`config.mk`:
```
export PLATFORM = sky130hd
export DESIGN_NAME = exmem_stage_elastic
export DESIGN_NICKNAME = d
export VERILOG_FILES = /design/src/rtl/exmem_stage_elastic.sv
export SDC_FILE = /design/constraint.sdc
export NUM_CORES = 1
export LEC_CHECK = 0
export CAP_MARGIN = 30
export CORE_MARGIN = 4
export CORE_UTILIZATION = 50
export CTS_BUF_LIST = sky130_fd_sc_hd__clkbuf_4 sky130_fd_sc_hd__clkbuf_8
export DETAILED_ROUTE_END_ITERATION = 7
export DONT_BUFFER_PORTS = 1
export GPL_TIMING_DRIVEN = 0
export PLACE_DENSITY = 0.62
export RECOVER_POWER = 25
export SLEW_MARGIN = 10
export SYNTH_ARGS = -nofsm -noshare
export SYNTH_HDL_FRONTEND = slang
export SYNTH_SLANG_ARGS = --single-unit
```
`constraint.sdc`:
```
create_clock -name i_clk -period 2.3 [get_ports i_clk]
set_clock_uncertainty 0.1 [all_clocks]
set_input_delay 0.345 -clock i_clk [delete_from_list [all_inputs] [get_ports i_clk]]
set_output_delay 0.345 -clock i_clk [all_outputs]
set_load 0.01 [all_outputs]
```
`src/rtl/exmem_stage_elastic.sv`:
```
// exmem_stage_elastic: EX/MEM stage register with valid/ready flow control, optional skid entry and flush
module exmem_stage_elastic #(
    parameter int DATA_W = 32,
    parameter int RW_W   = 5,
    parameter int M_W    = 2,
    parameter int WB_W   = 1,
    parameter int SKID   = 1
) (
    input  logic              i_clk,
    input  logic              i_rst_n,
    input  logic              i_valid,
    output logic              o_ready,
    input  logic              i_flush,
    input  logic [DATA_W-1:0] i_alures,
    input  logic [DATA_W-1:0] i_busB,
    input  logic [RW_W-1:0]   i_Rw,
    input  logic [M_W-1:0]    i_M,
    input  logic [WB_W-1:0]   i_WB,
    output logic              o_valid,
    input  logic              i_ready,
    output logic [DATA_W-1:0] o_alures,
    output logic [DATA_W-1:0] o_busB,
    output logic [RW_W-1:0]   o_Rw,
    output logic [M_W-1:0]    o_M,
    output logic [WB_W-1:0]   o_WB,
    output logic [1:0]        o_occupancy
);
    typedef enum logic [1:0] {EMPTY = 2'd0, ONE = 2'd1, FULL = 2'd2} state_t;
    state_t            state;
    logic [DATA_W-1:0] s_alures, s_busB;
    logic [RW_W-1:0]   s_Rw;
    logic [M_W-1:0]    s_M;
    logic [WB_W-1:0]   s_WB;
    logic              in_xfer, out_xfer;
    assign o_valid     = state != EMPTY;
    assign o_occupancy = state;
    assign o_ready     = SKID != 0 ? state != FULL : i_ready | ~o_valid;
    assign in_xfer     = i_valid & o_ready;
    assign out_xfer    = o_valid & i_ready;
    // occupancy FSM moving entries input -> output register, or input -> skid -> output register
    always_ff @(posedge i_clk or negedge i_rst_n) begin
        if (!i_rst_n) begin
            state    <= EMPTY;
            o_alures <= '0;
            o_busB   <= '0;
            o_Rw     <= '0;
            o_M      <= '0;
            o_WB     <= '0;
            s_alures <= '0;
            s_busB   <= '0;
            s_Rw     <= '0;
            s_M      <= '0;
            s_WB     <= '0;
        end else if (i_flush) begin
            state <= EMPTY;
            o_M   <= '0;
            o_WB  <= '0;
            s_M   <= '0;
            s_WB  <= '0;
        end else begin
            case (state)
                EMPTY: if (in_xfer) begin
                    o_alures <= i_alures;
                    o_busB   <= i_busB;
                    o_Rw     <= i_Rw;
                    o_M      <= i_M;
                    o_WB     <= i_WB;
                    state    <= ONE;
                end
                ONE: if (in_xfer && out_xfer) begin
                    o_alures <= i_alures;
                    o_busB   <= i_busB;
                    o_Rw     <= i_Rw;
                    o_M      <= i_M;
                    o_WB     <= i_WB;
                end else if (in_xfer) begin
                    s_alures <= i_alures;
                    s_busB   <= i_busB;
                    s_Rw     <= i_Rw;
                    s_M      <= i_M;
                    s_WB     <= i_WB;
                    state    <= FULL;
                end else if (out_xfer) begin
                    o_M   <= '0;
                    o_WB  <= '0;
                    state <= EMPTY;
                end
                FULL: if (out_xfer) begin
                    o_alures <= s_alures;
                    o_busB   <= s_busB;
                    o_Rw     <= s_Rw;
                    o_M      <= s_M;
                    o_WB     <= s_WB;
                    state    <= ONE;
                end
                default: state <= EMPTY;
            endcase
        end
    end
endmodule
```
==> impl_metrics.py <==
metrics = {
    "cts": {
        "cts_root_buffer": "clkbuf_8",
        "cts-buffers-inserted": 17,
        "insertion_delay_ps": 440,
        "clock_path_buffers": 2,
        "path_clk_slew_ps": 70,
        "cts_tree": "yes",
        "clkSinkCount": 146,
        "cts_max_level": 4,
        "hold_buffers": 72,
    },
    "placed_design": {
        "post_dp_cell_area_sq_mm": 0.006694,
        "portBuffers": 0,
        "dp_hpwl_mm": 9.310,
        "gp_congestion": 0.8060,
    },
    "die": {
        "coreArea_sq_mm": 0.01267,
        "ioPinCount": 153,
        "die_w_microns": 121.8,
        "chipHeight_microns": 121.8,
        "start_util_pct": 51.13,
        "die_area_sq_mm": 0.01484,
        "rows": 41,
    },
    "pwr": {
        "p_clk_share_pct": 21.6,
        "power.internal_uw": 6371,
        "p_sw_uw": 2781,
        "p_per_area_mw_per_mm2": 1142,
        "pwr-share-comb_pct": 24.6,
        "p_total_uw": 9152,
        "p_leak_uw": 0.003379,
        "ir_drop_v": 0.0006811,
        "swShare_pct": 30.38,
        "pwr-share-seq_pct": 53.9,
    },
    "layout": {
        "mostFrequentLayoutCells": "mux2_2, dfrtp_1, dlygate4sd3_1, clkbuf_8",
        "drive_gt1_share_pct": 48.80,
        "nets": 611,
        "multiInputGateArea_sq_mm": 0.002753,
        "syn_to_final_growth_pct": 23.66,
        "fill_cells": 1011,
        "seq_area_sq_mm": 0.003656,
        "antennaDiodeCount": 0,
        "finish.instance_area_sq_mm": 0.008011,
        "mostFrequentLayoutCell": "mux2_2",
    },
    "sta": {
        "relSlewSlack_pct": 56.35,
        "setup_violations": 0,
        "layout_min_cycle_time_ps": 2223,
        "rsz0062_at_grt": "true",
        "final_max_slew_viol_count": 0,
        "max_freq_mhz": 449.8,
        "finalHoldViolations": 146,
        "worst_slew_pin_slew_ps": 650.8,
        "fin_hold_ws_ps": -504.4,
        "min_period_over_period_pct": 96.65,
    },
    "synthesis": {
        "yosysSeqAreaShare_pct": 56.39,
        "synth_seq_cells": 146,
        "ys.warnings.count": 0,
        "synth_area_sq_mm": 0.006479,
        "yosysUniqueCellTypes": 29,
        "syn-num-nets": 514,
        "synthCells": 432,
        "syn_area_per_cell_sq_um": 15.00,
    },
    "outcome": {
        "status": "finished, violations left",
        "failed_checks": "negative hold slack",
    },
    "worst_setup_path": {
        "ff2ff_path_depth": 8,
        "crit_path_max_incr_delay_ps": 450,
        "worstPathRequired_ps": 2530,
        "cp_common_cell": "buf_4",
        "endpoint": "o_Rw[1]",
        "worstPathCellList": "inv_2, ha_4, nand2b_2, o21ai_4, o2111ai_4, buf_4, buf_4, mux2_2",
        "crit_slowest_cell": "dfrtp_2",
        "worstPathArrival_ps": 2450,
        "rrSetupSlack_ps": 80,
        "cp_max_fo": 10,
        "critPathLaunch": "o_occupancy[0]",
        "cp-start-kind": "flop",
        "end_kind": "flop",
        "reg2reg_from": "o_occupancy[0]",
        "path_class": "reg2reg",
        "reg2reg_to": "o_Rw[1]",
    },
    "drt": {
        "wl_met2_mm": 7.182,
        "wl_per_cell_microns": 20.43,
        "post_drt_via_cell_ratio": 5.425,
        "route.antenna.remaining_nets": 0,
        "drtIter0Drc": 186,
        "vias": 3868,
        "drc": 0,
        "topRoutingLayerUsed": "met4",
        "firstDrtPassIters": 4,
        "met3_length_mm": 1.324,
        "routed_wl_mm": 14.57,
        "drt-met1-wl_mm": 5.752,
    },
    "grt": {
        "grt_pass1_vias": 4425,
        "grt_pass1_wl_mm": 22.84,
        "grt_max_degree": 147,
        "overflow": 0,
        "grtUsageTotal_pct": 20.29,
        "antenna_found_initial": 0,
    },
    "flow_run": {
        "cap_violations": 0,
    },
    "worst_hold_path": {
        "hold_class": "in2async",
    },
}
[worst max-delay path, delay by kind of cell, from the launching register on]
family	cells	cell delay (ps)
buf+inv	3	480
flops	1	450
compound gates	2	370
mux	1	280
simple gates	1	230
fa+ha+maj	1	200
[through the flow]
stage	worst slack [ps]	TNS (ps)	utilization [%]	cells	hold slack, ps
floorplan	68.56	0	-	432	-50.59
global placement	-551.2	-54490	52.83	604	-47.06
detailed placement	-645.2	-64460	52.83	604	-46.60
CTS	-27.38	-227.0	62.58	711	-538.0
global route	-20.99	-194.4	63.23	713	-553.1
finish	76.98	0	63.23	713	-504.4
[power groups by stage]
stage | logic, uW | registers, uW | clock network [uW]
floorplan | 1730 | 4660 | 0
global placement | 1910 | 4910 | 0
detailed placement | 2020 | 4980 | 0
CTS | 2210 | 4940 | 2030
global route | 2470 | 5090 | 2150
finish | 2250 | 4930 | 1970
[synthesized netlist by cell type]
cell       number  share of area [%]
nand2_1         5               0.29
or2_2           1              0.097
nand4bb_1       1               0.17
nand2b_1        3               0.29
buf_2          16                1.2
or4b_1          1               0.15
o22ai_1         2               0.19
o2111ai_1       1               0.14
a32oi_1         1               0.14
nor4_2          1               0.19
clkbuf_1        4               0.23
inv_1           7               0.41
mux2_1         16                2.8
dfrtp_1       146                 56
o311a_1         2               0.31
o31ai_1         4               0.46
nand3b_1        1               0.12
o21ai_0         3               0.23
nor2b_1         1              0.097
mux2i_1         3               0.46
o21ai_1         1              0.077
nor2_1          5               0.29
buf_6           1               0.17
and3_1          1              0.097
a21oi_1         6               0.46
ha_1            5               0.97
mux2_2        191                 33
buf_4           2               0.23
a211oi_1        1               0.12
[area by class of cell]
type                       instances  area share [%]
timing repair buffer              79           9.855
clock inverter                     4          0.5622
sequential                       146           45.63
inverter                           7          0.3280
buffer                            22           2.171
clock buffer                      27           4.404
tap                              172           2.686
multi-input combinational        256           34.36
[repair_timing]
item	4_1_cts	5_1_grt
pin swaps	2	2
endpoints found under the hold margin	221	146
gates resized for setup	28	15
endpoints found under the setup margin	142	129
setup buffers	5	2
[logic make-up (layout without fill, tap and decap cells)]
logic type / after synthesis / in the layout / share of synthesized area (%)
muxes: 210 / 210 / 36.44
buffers and inverters: 30 / 139 / 2.279
AOI/OAI and AO/OA: 21 / 21 / 2.124
adders and majority gates: 5 / 5 / 0.9656
DFF: 146 / 146 / 56.39
and+or+nand+nor: 20 / 20 / 1.796
[state kept, by name, summed over array words and instances (netlist names)]
signal / count
o_busB: 32
o_M: 2
o_alures: 32
s_WB: 1
s_alures: 32
s_Rw: 5
o_Rw: 5
o_WB: 1
s_busB: 32
o_occupancy: 2
s_M: 2
[worst min path at each step]
stage | from | endpoint | slack (ps) | cells past startpoint
2_1_floorplan | i_rst_n | o_M[0] | -50 | 0
3_3_place_gp | i_rst_n | o_busB[13] | -50 | 0
3_5_place_dp | i_rst_n | s_busB[13] | -50 | 0
4_1_cts | i_rst_n | s_busB[13] | -540 | 0
5_1_grt | i_rst_n | s_busB[17] | -550 | 0
6_report | i_rst_n | s_busB[13] | -500 | 0
[metal layers]
| metal | vias up | track usage (%) |
|---|---|---|
| li1 | 1750 | - |
| met1 | 1975 | 23.27 |
| met2 | 120 | 33.53 |
| met3 | 23 | 8.914 |
| met4 | 0 | 7.913 |
| met5 | - | 0 |
Power figures use the tool's default switching activity.
